File: config.mk
export PLATFORM = sky130hd
export DESIGN_NAME = pipe_stage_reg
export DESIGN_NICKNAME = d
export VERILOG_FILES = /design/src/rtl/pipe_stage_reg_pkg.sv /design/src/rtl/pipe_entry_reg.sv /design/src/rtl/pipe_stage_reg.sv
export SDC_FILE = /design/constraint.sdc
export NUM_CORES = 1
export LEC_CHECK = 0
export CORE_UTILIZATION = 45
export CTS_BUF_LIST = sky130_fd_sc_hd__clkbuf_8 sky130_fd_sc_hd__clkbuf_16
export DETAILED_ROUTE_END_ITERATION = 10
export PLACE_DENSITY = 0.85
export SYNTH_ARGS = -nofsm -noshare
export SYNTH_HDL_FRONTEND = slang
export SYNTH_SLANG_ARGS = --single-unit
File: constraint.sdc
create_clock -name clk -period 1.8 [get_ports clk]
set_clock_uncertainty 0.05 [all_clocks]
set_input_delay 0.27 -clock clk [delete_from_list [all_inputs] [get_ports clk]]
set_output_delay 0.27 -clock clk [all_outputs]
set_load 0.1 [all_outputs]
File: src/rtl/pipe_stage_reg_pkg.sv
// Shared pipeline definitions: stage occupancy encoding and default widths
// used by every pipeline register in the core.
package pipe_stage_reg_pkg;

    localparam int DEF_DATA_W = 32;
    localparam int DEF_CTRL_W = 8;

    typedef enum logic [1:0] {
        EMPTY = 2'd0,
        ONE   = 2'd1,
        FULL  = 2'd2
    } stage_state_e;

    function automatic logic stage_occupied(input stage_state_e s);
        return s != EMPTY;
    endfunction

endpackage

File: src/rtl/pipe_entry_reg.sv
// One storage slot of a pipeline stage: payload plus control bundle,
// loaded on enable and cleared asynchronously by the active-low reset.
module pipe_entry_reg
    import pipe_stage_reg_pkg::*;
#(
    parameter int DATA_W = DEF_DATA_W,
    parameter int CTRL_W = DEF_CTRL_W
) (
    input  logic              clk,
    input  logic              rst,
    input  logic              load,
    input  logic [DATA_W-1:0] d_data,
    input  logic [CTRL_W-1:0] d_ctrl,
    output logic [DATA_W-1:0] q_data,
    output logic [CTRL_W-1:0] q_ctrl
);

    always_ff @(posedge clk or negedge rst) begin
        if (!rst) begin
            q_data <= '0;
            q_ctrl <= '0;
        end else if (load) begin
            q_data <= d_data;
            q_ctrl <= d_ctrl;
        end
    end

endmodule

File: src/rtl/pipe_stage_reg.sv
// Valid/ready pipeline stage register. SKID=1 gives a two-entry skid buffer
// with a registered in_ready; SKID=0 is a single register with comb in_ready.
module pipe_stage_reg
    import pipe_stage_reg_pkg::*;
#(
    parameter int DATA_W = DEF_DATA_W,
    parameter int CTRL_W = DEF_CTRL_W,
    parameter int SKID   = 1
) (
    input  logic              clk,
    input  logic              rst,
    input  logic              in_valid,
    output logic              in_ready,
    input  logic [DATA_W-1:0] in_data,
    input  logic [CTRL_W-1:0] in_ctrl,
    input  logic              flush,
    output logic              out_valid,
    input  logic              out_ready,
    output logic [DATA_W-1:0] out_data,
    output logic [CTRL_W-1:0] out_ctrl
);

    stage_state_e      state;
    stage_state_e      state_nxt;
    logic              in_xfer;
    logic              out_xfer;
    logic              main_load;
    logic              skid_load;
    logic              main_from_skid;
    logic [DATA_W-1:0] main_data;
    logic [CTRL_W-1:0] main_ctrl;
    logic [DATA_W-1:0] skid_data;
    logic [CTRL_W-1:0] skid_ctrl;
    logic [DATA_W-1:0] main_d_data;
    logic [CTRL_W-1:0] main_d_ctrl;

    assign out_valid = stage_occupied(state);
    assign in_xfer   = in_valid & in_ready;
    assign out_xfer  = out_valid & out_ready;

    always_ff @(posedge clk or negedge rst) begin
        if (!rst) begin
            state <= EMPTY;
        end else begin
            state <= state_nxt;
        end
    end

    // Flush wins over any transfer on the same edge
    always_comb begin
        state_nxt = state;
        if (flush) begin
            state_nxt = EMPTY;
        end else if (SKID != 0) begin
            case (state)
                EMPTY: if (in_xfer) state_nxt = ONE;
                ONE: begin
                    if (in_xfer && !out_xfer) begin
                        state_nxt = FULL;
                    end else if (!in_xfer && out_xfer) begin
                        state_nxt = EMPTY;
                    end
                end
                FULL:    if (out_xfer) state_nxt = ONE;
                default: state_nxt = EMPTY;
            endcase
        end else begin
            if (in_xfer) begin
                state_nxt = ONE;
            end else if (out_xfer) begin
                state_nxt = EMPTY;
            end
        end
    end

    always_comb begin
        main_load      = 1'b0;
        skid_load      = 1'b0;
        main_from_skid = 1'b0;
        if (!flush) begin
            if (SKID != 0) begin
                case (state)
                    EMPTY: main_load = in_xfer;
                    ONE: begin
                        main_load = in_xfer & out_xfer;
                        skid_load = in_xfer & ~out_xfer;
                    end
                    FULL: begin
                        main_load      = out_xfer;
                        main_from_skid = out_xfer;
                    end
                    default: main_load = 1'b0;
                endcase
            end else begin
                main_load = in_xfer;
            end
        end
    end

    assign main_d_data = main_from_skid ? skid_data : in_data;
    assign main_d_ctrl = main_from_skid ? skid_ctrl : in_ctrl;

    pipe_entry_reg #(
        .DATA_W (DATA_W),
        .CTRL_W (CTRL_W)
    ) u_main (
        .clk    (clk),
        .rst    (rst),
        .load   (main_load),
        .d_data (main_d_data),
        .d_ctrl (main_d_ctrl),
        .q_data (main_data),
        .q_ctrl (main_ctrl)
    );

    generate
        if (SKID != 0) begin : g_skid
            logic in_ready_q;

            // Registered so in_ready never sees out_ready combinationally
            always_ff @(posedge clk or negedge rst) begin
                if (!rst) begin
                    in_ready_q <= 1'b0;
                end else begin
                    in_ready_q <= (state_nxt != FULL);
                end
            end

            assign in_ready = in_ready_q;

            pipe_entry_reg #(
                .DATA_W (DATA_W),
                .CTRL_W (CTRL_W)
            ) u_skid (
                .clk    (clk),
                .rst    (rst),
                .load   (skid_load),
                .d_data (in_data),
                .d_ctrl (in_ctrl),
                .q_data (skid_data),
                .q_ctrl (skid_ctrl)
            );
        end else begin : g_noskid
            assign in_ready  = out_ready | ~out_valid;
            assign skid_data = '0;
            assign skid_ctrl = '0;
        end
    endgenerate

    assign out_data = main_data;
    assign out_ctrl = out_valid ? main_ctrl : '0;

endmodule

# Yosys cells after proc, flatten, opt, wreduce, memory -nomap -nowiden
# Index checks and enable logic that the tools add are counted.
[op_classes]
n_addsub = 0
n_mul = 0
div = 0
magnitude_cmp = 0
eq_ne = 3
shift = 0
mux = 15
bitwise = 5
n_reduce_logical = 6
[ops]
columns = ["operator", "count"]
rows = [
  ["2-to-1 mux 32 bit", 1],
  ["2-to-1 mux 8 bit", 2],
  ["2-to-1 mux 2 bit", 5],
  ["one-hot mux 2 bit (3 select lines)", 1],
  ["2-to-1 mux 1 bit", 5],
  ["bitwise AND 1 bit", 4],
  ["one-hot mux 1 bit (3 select lines)", 1],
  ["equality test 2 x 1 -> 1 bit, second input constant", 1],
  ["equality test 2 bit, second input constant", 1],
  ["logical AND 1 bit", 2],
  ["zero test 1 bit", 2],
  ["zero test 2 bit", 1],
  ["!= test 2 bit, second input constant", 1],
  ["nonzero test 2 bit", 1],
  ["NOT 1 bit", 1],
]
[totals]
reg_bits = 83
latch_bits = 0
mem_bits_rw = 0
mem_bits_ro = 0
in_bits = 45
output_inout_bits = 42
elab_cells = 35
mem_count = 0

# Logic depth before layout (Yosys ltp)
[depth]
depth_word = 8
mapped_depth = 6
mapped_depth_nobuf = 4

# Modules after synthesis
# From an unflattened synthesis, not the netlist that was laid out.
[hier_totals]
cells_unflattened = 239
hier_area_um2 = 3918.8
[by_module_without_submodules]
columns = ["mod", "instances", "cells_per_inst", "area_each_um2", "seq_area_each_um2"]
rows = [
  ["pipe_entry_reg", 2, 84, 1496.4, 1001.0],
  ["pipe_stage_reg", 1, 71, 925.9, 75.1],
]

# Worst setup path after synthesis
# No wires, ideal clock.
[synth_path]
path_type = "reg2reg"
startpoint = "register g_skid.in_ready_q (netlist: in_ready)"
endpoint = "register g_skid.u_skid.q_ctrl[0]"
setup_time_ns = 0.125
arrival_ns = 2.087
t_required_ns = 1.625
path_slack_ns = -0.462
path_stages_with_launch = 6
n_path_buf = 2
synth_period_minus_slack_ns = 2.262
cell_sequence = "dfrtp_1 > nand3b_1 > or3b_1 > buf_2 > buf_6 > mux2_4"
[synth_via]
elab_chain_cells = 4
[synth_rtl]
columns = ["item", "line_no", "rtl"]
rows = [
  ["start: declaration", "pipe_stage_reg.sv:118", "logic in_ready_q;"],
  ["start signal: assignment", "pipe_stage_reg.sv:125", "in_ready_q <= (state_nxt != FULL);"],
  ["bitwise AND 1 bit", "pipe_stage_reg.sv:38", "assign in_xfer = in_valid & in_ready;"],
  ["bitwise AND 1 bit", "pipe_stage_reg.sv:86", "skid_load = in_xfer & ~out_xfer;"],
  ["2-to-1 mux 1 bit", "pipe_stage_reg.sv:82", "case (state)"],
  ["2-to-1 mux 1 bit", "pipe_stage_reg.sv:80", "if (!flush) begin"],
  ["end signal: assignment", "pipe_entry_reg.sv:24", "q_ctrl <= d_ctrl;"],
  ["end: declaration", "pipe_entry_reg.sv:15", "output logic [CTRL_W-1:0] q_ctrl"],
]
# No other way between the ends.
# A chain may end at the register's enable or synchronous reset.

# Worst setup path in the final report
[layout_path]
startpoint = "input port out_ready"
endpoint = "register u_main.q_ctrl[7]"
[layout_via]
elab_chain_cells = 4
word_cells_on_any_way = 7
cone_classes = "mux: 5; bitwise: 2"
[layout_rtl]
columns = ["item", "line_no", "rtl"]
rows = [
  ["start: declaration", "pipe_stage_reg.sv:18", "input logic out_ready,"],
  ["bitwise AND 1 bit (*)", "pipe_stage_reg.sv:39", "assign out_xfer = out_valid & out_ready;"],
  ["bitwise AND 1 bit / 2-to-1 mux 1 bit (equally long branches)", "pipe_stage_reg.sv:85, pipe_stage_reg.sv:82", ""],
  ["one-hot mux 1 bit (3 select lines) / 2-to-1 mux 1 bit (equally long branches)", "pipe_stage_reg.sv:82, pipe_stage_reg.sv:80", ""],
  ["2-to-1 mux 1 bit / 2-to-1 mux 8 bit (equally long branches)", "pipe_stage_reg.sv:80, pipe_stage_reg.sv:101", ""],
  ["end signal: assignment", "pipe_entry_reg.sv:24", ""],
  ["end: declaration", "pipe_entry_reg.sv:15", ""],
]
# Every way passes the cells marked *; elsewhere a longest branch is shown, timed or not.

==> summary.txt <==
Run status
  – Outcome: complete, no violations

Worst setup path
  – CP Launch Type: primary input
  – Reg2reg path depth: 4
  – Reg2reg start: state[1]
  – Crit path top cell by count: buf_12
  – CP arrival: 1990 ps
  – WP depth: 8
  – WP buf/inv: 4
  – CP max FO: 30
  – CP Class: primary input to flop
  – CP required: 2000 ps
  – CP peak stage delay: slightly above 500 ps
  – Setup crit end kind: flop
  – CP max stage cell: clkdlybuf4s50_1
  – Worst path cell trace: clkdlybuf4s50_1 -> and2b_2 -> buf_4 -> o31ai_4 -> buf_12 -> buf_12 -> nor2_1 -> a31oi_1
  – Crit-path leading delay family: buffers and inverters
  – Worst Setup SP: out_ready

Clocking
  – Number of H-tree levels: 3
  – CTS tree: yes
  – CTS Buf Count: 9
  – Clk buf depth: 2
  – Number of clock sinks: 83
  – Worst-path clk slew: 90 ps
  – Clock Latency Late Sink: 340 ps
  – Root Driver: clkbuf_8

Floorplanning
  – Die Width: 92.1 um
  – Initial Util: 46.8%
  – Full die area: 8480 um^2
  – I/O Pins: between 80 and 90
  – Site row count: 32
  – Die Y: 92.1 um
  – Core footprint: 7810 um^2

Global routing
  – All-Layer GR Usage: a little over a fifth
  – Initial antenna violation count: 0
  – Largest net degree at the start of global routing: between 50 and 60
  – Total global routing overflow: 0
  – First-pass GRT wire length: 13800 um
  – Number of global-route vias before repair: 2870

Synth
  – Post-Syn Area per Cell: 11.1 um^2
  – Synthesized instance count: 329
  – Synthesized area: about 3700 um^2
  – Seq/Total Area, Yosys: 56.8%
  – Main combinational cell family by area after synthesis: multiplexers
  – Post-synthesis xor/xnor area fraction: 0.240%
  – Synth cell types: 20
  – Compound-cell area share of the yosys netlist: between 7 and 8%
  – Syn Nets: 374
  – Synth Area in Adders: 0%
  – Mux cell area share after synthesis: 16.3%
  – Synth warnings: 0
  – Post-synthesis simple-gate area fraction: approximately 15%
  – Post-synthesis register bit count: 83

Layout
  – Synthesis-to-finish area growth: 49.3%
  – Layout cells sized above 1: 31.3%
  – Util after Layout: 69.9%
  – # diodes: 0
  – NumNets Final: between 400 and 500
  – Fillers: 556
  – Footprint of the multi-input gates: 1500 um^2
  – Register area: 2080 um^2

Timing
  – Fmax: about 0.56 GHz
  – Final Setup Violations: 0
  – Tcrit/Tclk final: between 90% and 100%
  – Worst slew margin: 77.6%
  – Min setup slack post-route: just over 10 ps
  – Fin crit period: 1790 ps
  – Final hold vios: 0
  – Worst-Margin Slew: 336 ps
  – Max-slew violations: 0

Worst hold path
  – Hold crit path type: primary input to async pin

Power and ir drop
  – Tot Pwr: 6.81 mW
  – VDD IR max: 0.591 mV
  – Leak: 2.54 nW
  – Pwr per Cell Area: around 1200 nW/um^2

Place
  – IO Port Bufs: 86
  – DP Worst Slack: -307 ps
  – Placer Congestion: 0.770
  – Post-DP HPWL: 6060 um

Route
  – Avg WL per Cell: 16.8 um
  – Final ANT Viol Nets: 0
  – Vias: 2832
  – DRC violations left: 0
  – First-pass DRT Iterations: 4
  – Vias per cell: 5.31
  – Total Wirelength: 8970 um
  – Starting DRT DRC Count: 100

Run
  – Max-capacitance violation count: 0
[cell usage after synthesis (all sizes together)]
library cell  count  area, um^2
a31oi            40         250
and2b             1        8.76
buf               9        70.1
clkbuf           13        48.8
dfrtp            83        2080
inv               2        7.51
mux2             40         597
nand2            81         304
nand2b            1        6.26
nand3b            2        15.0
nand4bb           1        11.3
nor2             43         161
nor2b             8        50.1
o21a              1        7.51
o31a              1        8.76
o31ai             1        12.5
or3b              1        8.76
xor2              1        8.76
[placed cells by master (no fill, tap or decap), types with 2 or more instances in the layout]
| master | netlist | final |
|---|---|---|
| nor2_1 | 43 | 41 |
| dfrtp_1 | 83 | 81 |
| buf_4 | 0 | 12 |
| clkbuf_8 | 0 | 10 |
| nand3b_1 | 2 | 2 |
| a31oi_1 | 40 | 40 |
| buf_12 | 0 | 50 |
| nor2b_2 | 0 | 8 |
| nand2_1 | 81 | 81 |
| inv_1 | 2 | 3 |
| clkdlybuf4s50_1 | 0 | 43 |
| nor2_4 | 0 | 2 |
| mux2_4 | 39 | 39 |
| clkinv_2 | 0 | 4 |
[worst reg2reg max path, cell delays in order (launching register included)]
cell and delay, ps:
dfrtp_1 390, nand3b_1 250, or3b_4 460, buf_12 190, mux2_4 320
[repair_timing]
| item | in CTS | in global routing |
|---|---|---|
| endpoints found under the hold margin | 20 | 0 |
| pin swaps | 0 | 2 |
| setup endpoints to repair | 8 | 10 |
| setup buffers | 0 | 2 |
| hold buffers | 1 | 0 |
| cloned | 0 | 2 |
| resized for setup | 4 | 10 |
[cell families after synthesis]
| group | count (synthesis) |
|---|---|
| buf+inv | 24 |
| mux | 40 |
| xor+xnor | 1 |
| flops | 83 |
| simple gates | 138 |
| compound gates | 43 |
[cell type report]
class / count / area share, %
Multi-Input combinational cell: 222 / 27.5
Timing Repair Buffer: 108 / 28.7
Tap cell: 102 / 2.34
Clock buffer: 10 / 2.52
Inverter: 2 / 0.138
Sequential cell: 83 / 38.2
Clock inverter: 6 / 0.596
[path summary, 6_finish.rpt]
kind                                             to  slack [ps]
setup reg to reg           g_skid.u_skid.q_data[11]          30
hold reg to reg             g_skid.u_skid.q_data[6]         470
min in group clk            g_skid.u_skid.q_data[6]         470
hold / removal              g_skid.u_skid.q_ctrl[6]         310
max in group asynchronous  g_skid.u_skid.q_data[17]         740
setup / recovery                   u_main.q_ctrl[7]          10
[registers in the layout, indices dropped and copies added, names as in the netlist]
| signal | count |
|---|---|
| g_skid.u_skid.q_ctrl | 8 |
| state | 2 |
| u_main.q_ctrl | 8 |
| g_skid.u_skid.q_data | 32 |
| in_ready | 1 |
| u_main.q_data | 32 |
[stage by stage]
stage / instance area, um^2 / hold slack, ps / TNS (ps) / instances
finish: 5460 / 308 / 0 / 533
global route: 5460 / 319 / -63.1 / 533
CTS: 5380 / 302 / 0 / 529
global placement: 5180 / 120 / -17070 / 512
detailed placement: 5180 / 125 / -19810 / 512
floorplan: 3680 / -75.6 / -5480 / 329
[power breakdown]
part,switching (mW),internal [mW],total (mW)
registers,0.365,2.32,2.69
clock network,0.647,0.527,1.17
logic,1.68,1.27,2.95
[per-layer routing]
layer	up-vias	GRT usage [%]	wire [um]
met4	0	7.16	153
li1	1298	-	-
met2	101	36.8	4670
met5	-	0	0
met3	16	4.56	387
met1	1417	26.0	3770
No activity file was read; power rests on OpenSTA's default activity.
